### config.mk
export PLATFORM = sky130hd
export DESIGN_NAME = elem_serializer
export DESIGN_NICKNAME = d
export VERILOG_FILES = /design/src/rtl/elem_serializer.sv
export SDC_FILE = /design/constraint.sdc
export NUM_CORES = 1
export LEC_CHECK = 0
export ABC_AREA = 1
export CORE_MARGIN = 5
export CORE_UTILIZATION = 35
export CTS_BUF_LIST = sky130_fd_sc_hd__clkbuf_4 sky130_fd_sc_hd__clkbuf_8
export CTS_CLUSTER_SIZE = 10
export DETAILED_ROUTE_END_ITERATION = 8
export PLACE_DENSITY = 0.67
export SYNTH_ARGS = -nofsm -noshare
export SYNTH_HDL_FRONTEND = slang
export SYNTH_SLANG_ARGS = --single-unit
### constraint.sdc
create_clock -name clk -period 2.9 [get_ports clk]
set_clock_uncertainty 0.1 [all_clocks]
set_input_delay 0.58 -clock clk [delete_from_list [all_inputs] [get_ports clk]]
set_output_delay 0.58 -clock clk [all_outputs]
set_load 0.05 [all_outputs]
### src/rtl/elem_serializer.sv
// elem_serializer
//
// Accepts one packed WORD_W-bit word through a valid/ready handshake and emits
// its ELEM_W-bit elements one per cycle, LSB element first, through a second
// valid/ready handshake. An active + pending word buffer lets the next word be
// accepted while the current one streams, so back-to-back words leave no
// output bubble.
//
// Ports:
//   clk        clock, all state updates on the rising edge
//   reset      synchronous, active-high reset
//   in_valid   in_data holds a word
//   in_ready   block can take a word this cycle (register-driven)
//   in_data    packed word; element i = in_data[i*ELEM_W +: ELEM_W]
//   out_valid  out_data holds an element
//   out_ready  consumer takes the element this cycle
//   out_data   current element
//   out_idx    index of the current element within its word
//   out_last   current element is the last of its word
//   busy       active or pending word held
module elem_serializer #(
  parameter int unsigned WORD_W = 144,
  parameter int unsigned ELEM_W = 8,
  localparam int unsigned N     = WORD_W / ELEM_W,
  localparam int unsigned IDX_W = (N > 1) ? $clog2(N) : 1
) (
  input  logic              clk,
  input  logic              reset,
  input  logic              in_valid,
  output logic              in_ready,
  input  logic [WORD_W-1:0] in_data,
  output logic              out_valid,
  input  logic              out_ready,
  output logic [ELEM_W-1:0] out_data,
  output logic [IDX_W-1:0]  out_idx,
  output logic              out_last,
  output logic              busy
);

  logic              act_valid_q, act_valid_d;
  logic [WORD_W-1:0] act_word_q, act_word_d;
  logic [IDX_W-1:0]  idx_q, idx_d;
  logic              pend_valid_q, pend_valid_d;
  logic [WORD_W-1:0] pend_word_q, pend_word_d;

  logic accept, pop, at_last, done;

  assign at_last   = (idx_q == IDX_W'(N - 1));
  assign in_ready  = !pend_valid_q;
  assign out_valid = act_valid_q;
  assign out_idx   = idx_q;
  assign out_last  = act_valid_q && at_last;
  assign busy      = act_valid_q | pend_valid_q;

  assign accept = in_valid && in_ready;
  assign pop    = out_valid && out_ready;
  assign done   = pop && at_last;

  // Element select as an explicit mux so the index arithmetic stays in range.
  always_comb begin
    out_data = '0;
    for (int i = 0; i < int'(N); i++) begin
      if (idx_q == IDX_W'(i)) begin
        out_data = act_word_q[i*ELEM_W +: ELEM_W];
      end
    end
  end

  always_comb begin
    act_valid_d  = act_valid_q;
    act_word_d   = act_word_q;
    idx_d        = idx_q;
    pend_valid_d = pend_valid_q;
    pend_word_d  = pend_word_q;

    if (pop) begin
      if (done) begin
        idx_d = '0;
        if (pend_valid_q) begin
          // Pending word takes over; in_ready is low here so no accept.
          act_word_d   = pend_word_q;
          pend_valid_d = 1'b0;
        end else if (accept) begin
          // Word offered on the last element goes straight to active.
          act_word_d = in_data;
        end else begin
          act_valid_d = 1'b0;
        end
      end else begin
        idx_d = idx_q + IDX_W'(1);
      end
    end

    if (accept && !act_valid_q) begin
      act_word_d  = in_data;
      act_valid_d = 1'b1;
      idx_d       = '0;
    end

    if (accept && act_valid_q && !done) begin
      pend_word_d  = in_data;
      pend_valid_d = 1'b1;
    end
  end

  always_ff @(posedge clk) begin
    if (reset) begin
      act_valid_q  <= 1'b0;
      act_word_q   <= '0;
      idx_q        <= '0;
      pend_valid_q <= 1'b0;
      pend_word_q  <= '0;
    end else begin
      act_valid_q  <= act_valid_d;
      act_word_q   <= act_word_d;
      idx_q        <= idx_d;
      pend_valid_q <= pend_valid_d;
      pend_word_q  <= pend_word_d;
    end
  end

endmodule

==> impl_metrics.ini, run 1 <==
[run_status]
status = complete, but fails checks
violations = negative setup slack

[drt]
wl_per_cell_um = 16.0
drt-total-wl_um = 41100
detail-route-antenna-nets = 0
drtIter0Drc = 1012
drc = 0
via_count = 13000
vias_per_cell = 5.04
first_pass_iters = 5

[die]
io_pins = 165
die_w_um = 203
rows = 70
die_area_um2 = 41200
fp.dieH_um = 203
start_util_pct = 35.5
core_area_um2 = 36700

[flow_run]
drv_cap = 0

[yosys]
synth-seq-cells = 295
synth_top_family_by_area = simple AND/OR/NAND/NOR gates
synthArstFlopShare_pct = 0
synth_area_per_cell_um2 = 6.83
synth_top_flop_cell = dfxtp_1
synth_compound_area_share_pct = 20.0
syn_area_um2 = 13000
synth_adder_area_share_pct = 0.480
synth_edf_count = 0
synthXorXnorAreaFrac_pct = 0.134
synthMuxAreaShare_pct = 0
synth_top_area_cell = dfxtp_1
synth_seq_area_share_pct = 45.3
synth_commonest_cells = nand2_1 (503), nor2_1 (313), dfxtp_1 (295)
synth_cell_types = 28
postSynthCellCount = 1907
synthTopCellsByArea = dfxtp_1 (45%), nand2_1 (14%), o21ai_0 (11%)
synth_nets = 2060
synthSimpleGateAreaFrac_pct = 26.9
synth_top_area_share_pct = 45.3
synth-warning-count = 0
yosysMostFrequentCell = nand2_1

[sta]
finalWorstSetupSlack_ps = -801
relSlewSlack_pct = 48.6
finalCritPeriodShare_pct = 128
slew_viol_final = 0
finalHoldViolCount = 0
rsz0062_at_grt = yes
tightest_slew_ps = 771
min_period_ps = 3700
finalSetupViolCount = 8
fmax_mhz = 270

[clocking]
clk_latency_ps = 580
htreeDepth = 2
cts_buffers = 48
path_clk_slew_ps = 60
cts.sinks = 295
cts_tree = yes
cts.path.max_buffers = 3
clockRootBuffer = clkbuf_8

[setup_path]
criticalPathCategory = flip-flop to primary output
path_max_fanout = 5
worstPathRequired_ps = 2220
end_kind = primary output
worstPathArrival_ps = 3020
critPathSlowestCell = dfxtp_4
crit_top_cell = nand3_2
max_stage_delay_ps = 350
crit_family = simple AND/OR/NAND/NOR gates
start_kind = flip-flop
crit_path_cell_trace = inv_4 -> ha_4 -> inv_2 -> nor2_4 -> buf_6 -> inv_4 -> nor2_4 -> clkinvlp_4 -> or2_1 -> nand3_2 -> nand3_2 -> nand2_2 -> nand3_2 -> nand3_2 -> nand3_2 -> nand2_2 -> nand2_1 -> nand2_1 -> nand2_1 -> nand2_1 -> nand2_2 -> buf_12
cp_num_buf_inv = 6

[final_layout]
regArea_um2 = 5920
fin_area_um2 = 17100
nNetsFinal = 2227
n_fill_cell = 3640
syn2layout_area_growth_pct = 31.1
multiInputGateArea_um2 = 6630
drive_gt1_share_pct = 15.9

[grt]
antenna_found_initial = 2
grt_pass1_wl_um = 65300
grt_max_degree = 74
overflow = 0
grt_usage_pct = 19.2
grt_pass1_vias = 12300

[placement]
gp_congestion = 0.834
place_area_um2 = 15600
place_hpwl_um = 27400
port_buffers = 164
dp_slack_ps = -448

[hold_path]
hold_path_class = flip-flop to flip-flop

[pwr]
irDropWorstVdd_v = 0.000276
power.density_nw_per_um2 = 577
power_leakage_uw = 0.00695
==> worst register-to-register path, cell delays in order (launching register included) <==
cell     delay, ps
dfxtp_4        360
buf_6          110
ha_4           150
inv_4           40
buf_4          130
nor3_4         190
inv_2          170
nor2_4         160
inv_2           90
a21oi_4        200
buf_12         220
buf_4          230
o21ai_0        110
a31oi_1        190
==> where the power goes <==
part / internal [µW] / leakage, µW / switching (µW) / total (µW)
registers: 4410 / 0.00243 / 219 / 4630
logic: 669 / 0.00399 / 900 / 1570
clock network: 1990 / 0.000527 / 1660 / 3650
==> worst paths after layout <==
path / slack (ps) / endpoint / start / cells past startpoint
hold / removal: 370 / act_word_q[36]$_SDFFE_PP0P_ / pend_word_q[36]$_SDFFE_PP0P_ / 2
setup reg to reg: 370 / act_word_q[131]$_SDFFE_PP0P_ / out_idx[0]$_SDFFE_PP0P_ / 13
hold reg to reg: 370 / act_word_q[36]$_SDFFE_PP0P_ / pend_word_q[36]$_SDFFE_PP0P_ / 2
setup / recovery: -800 / out_data[1] / out_idx[0]$_SDFFE_PP0P_ / 22
==> final cells by class <==
class                      count  area share, %
tap                          468           3.43
timing repair buffer         250           15.1
clock inverter                12          0.359
clock buffer                  71           5.28
timing repair inverter         1         0.0440
inverter                      96           2.24
antenna                        2         0.0293
multi-input combinational   1382           38.8
sequential                   295           34.7
==> metal layers <==
layer  vias to the layer above  share of wire (%)  global-route usage, %
met5                         -                  0                      0
met4                         0                3.0                   6.79
met3                        75                6.1                   3.69
met2                       375                 46                   31.3
met1                      5960                 45                   25.5
li1                       6585                  -                      -
==> sequential cells by signal (all words and copies together), names as in the netlist <==
| signal | cells |
|---|---|
| out_valid | 1 |
| pend_word_q | 144 |
| pend_valid_q | 1 |
| out_idx | 5 |
| act_word_q | 144 |
==> through the flow <==
stage | util [%] | std cells | setup TNS (ps) | hold slack [ps] | total power (µW)
6_report | 46.5 | 2577 | -5810 | 368 | 9850
5_1_grt | 46.5 | 2577 | -7550 | 379 | 10300
4_1_cts | 45.8 | 2572 | -6390 | 363 | 9900
3_5_place_dp | 42.5 | 2488 | -2840 | 368 | 6200
3_3_place_gp | 42.5 | 2488 | -2520 | 354 | 6170
2_1_floorplan | - | 1907 | 0 | 351 | 5530
==> cells by family after synthesis <==
logic type / Yosys count
flops: 295
buf+inv: 231
simple gates: 892
compound gates: 482
fa+ha+maj: 5
xor+xnor: 2
==> what timing repair did <==
action	4_1_cts	5_1_grt
pin swaps	27	39
gates cloned	1	1
gates resized for setup	74	78
endpoints found under the setup margin	9	9
setup buffers	0	2
hold buffers	0	0
==> layout by cell type, fill, tap and decap left out, types with 11 or more instances in the layout <==
cell type,instances
dfxtp_1,289
clkbuf_4,12
clkbuf_8,59
inv_1,73
buf_4,65
inv_2,15
nand2_1,448
clkinv_2,11
nand3_2,32
nand3_1,13
nor2_1,301
buf_12,20
nor2_4,11
o21ai_0,273
a31oi_1,145
o21ai_1,53
clkdlybuf4s50_1,153
nand2_2,54
Power figures use the tool's default switching activity.
==> inputs of run 2 (changes only) <==
--- a/config.mk
+++ b/config.mk
@@ -6,12 +6,13 @@
 export NUM_CORES = 1
 export LEC_CHECK = 0
 export ABC_AREA = 1
+export CAP_MARGIN = 20
 export CORE_MARGIN = 5
-export CORE_UTILIZATION = 35
+export CORE_UTILIZATION = 45
 export CTS_BUF_LIST = sky130_fd_sc_hd__clkbuf_4 sky130_fd_sc_hd__clkbuf_8
 export CTS_CLUSTER_SIZE = 10
 export DETAILED_ROUTE_END_ITERATION = 8
-export PLACE_DENSITY = 0.67
+export PLACE_DENSITY = 0.79
 export SYNTH_ARGS = -nofsm -noshare
 export SYNTH_HDL_FRONTEND = slang
 export SYNTH_SLANG_ARGS = --single-unit
==> run 2 against run 1 <==
  * The run still ends with negative setup slack left
  * Worst hold slack improved by 4.3 ps
  * Via count rose by 2.5%
  * Die area fell by 21%
==> impl_metrics.ini, run 2 (synthesized netlist as in run 1, its figures left out) <==
[drt]
detail-route-antenna-nets = 0
vias_per_cell = 5.37
first_pass_iters = 5
drc = 0
via_count = 13300
wl_per_cell_um = 16.0
drt-total-wl_um = 39800
drtIter0Drc = 1252

[sta]
fmax_mhz = 271
slew_viol_final = 0
finalSetupViolCount = 8
tns_ps = -5860
finalHoldViolCount = 0
rsz0062_at_grt = yes
tightest_slew_ps = 721
finalWorstSetupSlack_ps = -789
min_period_ps = 3690
finalCritPeriodShare_pct = 127
relSlewSlack_pct = 51.9

[grt]
grt_pass1_wl_um = 64300
grt_max_degree = 115
antenna_found_initial = 0
grt_pass1_vias = 12500
overflow = 0
grt_usage_pct = 23.3

[pwr]
power_leakage_uw = 0.00690
internal-power_uw = 7360
switching_power_uw = 2740
combPwrFrac_pct = 15.1
power.density_nw_per_um2 = 596
power_frac_clock_pct = 38.9
irDropWorstVdd_v = 0.000341
power_uw = 10100
switching_share_pct = 27.1
seq_power_share_pct = 46.0

[die]
die_w_um = 180
fp.dieH_um = 180
core_area_um2 = 28600
io_pins = 165
rows = 62
die_area_um2 = 32500
start_util_pct = 45.5

[setup_path]
criticalPathCategory = flip-flop to primary output
start_kind = flip-flop
max_stage_delay_ps = 370
end_kind = primary output
worstPathArrival_ps = 3010
critPathSlowestCell = dfxtp_4
worstPathRequired_ps = 2220
crit_top_cell = nand2_1
path_max_fanout = 5

[final_layout]
antennaDiodeCount = 0
fin_area_um2 = 16900
fin_cells = 2482
syn2layout_area_growth_pct = 30.1
layout_common_cells = nand2_1 (467), nor2_1 (303), dfxtp_1 (289)
nNetsFinal = 2216
drive_gt1_share_pct = 14.5
final_common_cell = nand2_1

[clocking]
clk_latency_ps = 570
htreeDepth = 2
cts_buffers = 48
path_clk_slew_ps = 70
cts.sinks = 295
cts_hold_buf = 0
clockRootBuffer = clkbuf_8
cts_tree = yes
cts.path.max_buffers = 3

[run_status]
violations = negative setup slack
status = complete, but fails checks

[placement]
dp_slack_ps = -338
gp_congestion = 0.918
port_buffers = 164
place_area_um2 = 15300
dp.cells = 2384
place_hpwl_um = 25400

[flow_run]
drv_cap = 0

[hold_path]
hold_path_class = flip-flop to flip-flop
-- run 2: power by group through the flow --
stage	Clock [µW]	Combinational [µW]	Sequential, µW
after floorplan	0	907	4620
after global placement	0	1400	4710
after detailed placement	0	1440	4710
after CTS	3990	1480	4630
after global routing	4180	1700	4670
final	3930	1520	4640
-- run 2: per-stage QoR --
step           hold slack, ps  utilization, %
2_1_floorplan             351               -
3_3_place_gp              357            53.5
3_5_place_dp              367            53.5
4_1_cts                   373            58.3
5_1_grt                   386            59.2
6_report                  372            59.2
-- run 2: final timing paths --
path	start	end	slack [ps]	cells after the start
max reg2reg	out_idx[4]$_SDFFE_PP0P_	act_word_q[4]$_SDFFE_PP0P_	320	10
min reg2reg	pend_word_q[78]$_SDFFE_PP0P_	act_word_q[78]$_SDFFE_PP0P_	370	2
max	out_idx[0]$_SDFFE_PP0P_	out_data[4]	-790	25
min	pend_word_q[78]$_SDFFE_PP0P_	act_word_q[78]$_SDFFE_PP0P_	370	2
-- run 2: area by class of cell --
cell class	count	area [µm²]
timing repair buffer	240	2510
sequential	295	5920
inverter	96	385
timing repair inverter	1	7.51
tap	384	480
clock inverter	3	40.0
clock buffer	82	1030
fill	2520	11700
multi-input combinational	1381	6570
-- run 2: timing repair --
| item | CTS | global route |
|---|---|---|
| pin swaps | 32 | 43 |
| gates cloned | 1 | 0 |
| setup endpoints to repair | 8 | 8 |
| resized for setup | 78 | 66 |
| buffers inserted | 5 | 7 |
-- run 2: critical path, delay by kind of cell, from the launching register on --
family / cells / cell delay (ps)
flip-flops: 1 / 370
adder cells (fa/ha/maj): 1 / 130
AND/OR/NAND/NOR: 16 / 1190
buffers and inverters: 8 / 760
-- run 2: routing by layer --
metal / vias up / wire (µm) / GRT usage [%]
li1: 6550 / - / -
met1: 6182 / 17400 / 33.1
met2: 525 / 18500 / 36.4
met3: 60 / 3120 / 4.18
met4: 0 / 849 / 6.72
met5: - / 0 / 0
==> inputs of run 3 (changes only) <==
--- a/config.mk
+++ b/config.mk
@@ -7,11 +7,13 @@
 export LEC_CHECK = 0
 export ABC_AREA = 1
 export CAP_MARGIN = 20
+export CORE_ASPECT_RATIO = 0.9
 export CORE_MARGIN = 5
 export CORE_UTILIZATION = 45
 export CTS_BUF_LIST = sky130_fd_sc_hd__clkbuf_4 sky130_fd_sc_hd__clkbuf_8
 export CTS_CLUSTER_SIZE = 10
 export DETAILED_ROUTE_END_ITERATION = 8
+export MAX_ROUTING_LAYER = met4
 export PLACE_DENSITY = 0.79
 export SYNTH_ARGS = -nofsm -noshare
 export SYNTH_HDL_FRONTEND = slang
==> run 3 against run 2 <==
  * The run still ends with negative setup slack left
  * Core utilization fell by 0.56 points
  * Clock power fell by 2%
  * Cell count shrank 0.32%
  * Sequential power is essentially flat
  * Largest power group unchanged
  * Via count shrank 0.36%
  * Sequential cell count is the same
  * Cell area down 0.63%
  * Maximum frequency decreased by 0.95%
  * Worst hold slack barely moved
  * Critical path depth down 3
  * Setup slack worse by 35 ps
  * Combinational power hardly changed
==> impl_metrics.ini, run 3 (synthesized netlist as in run 1, its figures left out) <==
[run_status]
status = complete, but fails checks
violations = negative setup slack

[final_layout]
final_common_cell = nand2_1
layout_common_cells = nand2_1 (473), nor2_1 (304), dfxtp_1 (289)
nNetsFinal = 2223
drive_gt1_share_pct = 13.9
syn2layout_area_growth_pct = 29.3
fin_cells = 2474
n_fill_cell = 2606

[die]
io_pins = 165
die_area_um2 = 32500
fp.dieH_um = 171
start_util_pct = 45.4
core_area_um2 = 28700
die_w_um = 189
rows = 59

[placement]
dp.cells = 2373
place_hpwl_um = 25000
port_buffers = 164
gp_congestion = 0.893

[flow_run]
drv_cap = 0

[grt]
grt_pass1_wl_um = 62500
grt_max_degree = 146
overflow = 0
grt_pass1_vias = 12500
antenna_found_initial = 2
grt_usage_pct = 23.7

[pwr]
switching_share_pct = 27.5
power.density_nw_per_um2 = 595
switching_power_uw = 2750
irDropWorstVdd_v = 0.000354
power_frac_clock_pct = 38.3
seq_power_share_pct = 46.2
internal-power_uw = 7270
power_leakage_uw = 0.00689
combPwrFrac_pct = 15.5
power_uw = 10000

[clocking]
cts_buffers = 48
cts.sinks = 295
clockRootBuffer = clkbuf_8
htreeDepth = 2
path_clk_slew_ps = 70
cts_tree = yes
clk_latency_ps = 560
cts.path.max_buffers = 3

[setup_path]
criticalPathCategory = flip-flop to primary output
worstPathRequired_ps = 2220
path_max_fanout = 4
end_kind = primary output
worstPathArrival_ps = 3040
start_kind = flip-flop

[sta]
slew_viol_final = 0
relSlewSlack_pct = 45.1
rsz0062_at_grt = yes
finalSetupViolCount = 8
finalHoldViolCount = 0
fmax_mhz = 269
finalWorstSetupSlack_ps = -824
min_period_ps = 3720
tightest_slew_ps = 824
finalCritPeriodShare_pct = 128

[drt]
drt-total-wl_um = 38800
vias_per_cell = 5.36
first_pass_iters = 6
drtIter0Drc = 1235
wl_per_cell_um = 15.7
detail-route-antenna-nets = 0
drc = 0
via_count = 13300

[hold_path]
hold_path_class = flip-flop to flip-flop
==> run 3: cell types whose count changed in the layout (fill, tap and decap cells not counted), sizes merged <==
cell / previous run / this run
buf: 87 / 93
clkbuf: 82 / 78
clkinv: 2 / 5
clkinvlp: 1 / 3
diode: 0 / 2
nand2: 504 / 505
==> run 3: through the flow <==
stage	hold slack [ps]	util, %	setup slack, ps	TNS (ps)	instance area, µm²
after floorplan	351	-	30.4	0	13100
after global placement	361	53.4	-395	-2450	15300
after detailed placement	370	53.4	-412	-2740	15300
after CTS	368	58.0	-791	-6300	16700
after global routing	396	58.6	-1030	-7690	16800
final	372	58.6	-824	-6030	16800
==> run 3: final cells by class <==
class,instances,area (µm²),share of cell area (%)
antenna,2,5.00,0.0297
clock buffer,78,967,5.74
clock inverter,8,70.1,0.416
inverter,96,385,2.29
multi-input combinational,1382,6500,38.6
sequential,295,5920,35.2
tap,366,458,2.72
timing repair buffer,246,2530,15.0
timing repair inverter,1,7.51,0.0446
==> run 3: routing by layer <==
| metal | global-route usage (%) | up-vias | routed length [µm] |
|---|---|---|---|
| met5 | - | - | 0 |
| met2 | 36.2 | 514 | 17500 |
| met1 | 32.2 | 6096 | 17500 |
| li1 | - | 6583 | - |
| met4 | 7.86 | 0 | 992 |
| met3 | 4.02 | 76 | 2760 |
==> run 3: worst max-delay path, cell delays in order, from the launching register on <==
cell,delay (ps)
dfxtp_4,350
inv_4,60
ha_4,120
inv_2,40
nor2_4,150
buf_6,130
inv_4,30
nor2_4,170
clkinvlp_4,160
or2_0,230
nand3_1,90
nand4_1,100
nand2_1,100
nand2_1,60
nand2_1,60
nand2_1,70
nand2_1,80
nand2_2,70
nand2_2,70
nand2_1,40
nand2_1,70
nand2_2,80
buf_12,150
==> run 3: final timing paths <==
path	startpoint	endpoint	slack (ps)	cells past startpoint
max	out_idx[0]$_SDFFE_PP0P_	out_data[4]	-820	22
max reg2reg	out_idx[0]$_SDFFE_PP0P_	act_word_q[19]$_SDFFE_PP0P_	210	14
min	pend_word_q[78]$_SDFFE_PP0P_	act_word_q[78]$_SDFFE_PP0P_	370	2
min reg2reg	pend_word_q[78]$_SDFFE_PP0P_	act_word_q[78]$_SDFFE_PP0P_	370	2
==> run 3: what timing repair did <==
action,4_1_cts,5_1_grt
endpoints found under the setup margin,8,10
pin swaps,19,25
gates cloned,2,0
hold endpoints to repair,0,0
setup buffers,6,5
hold buffers,0,0
gates resized for setup,62,45
==> run 3: power groups by stage <==
stage               Clock, µW  Sequential (µW)  Combinational [µW]
floorplan                   0             4620                 907
global placement            0             4690                1440
detailed placement          0             4700                1480
CTS                      3900             4620                1520
global route             4070             4660                1720
finish                   3840             4630                1550
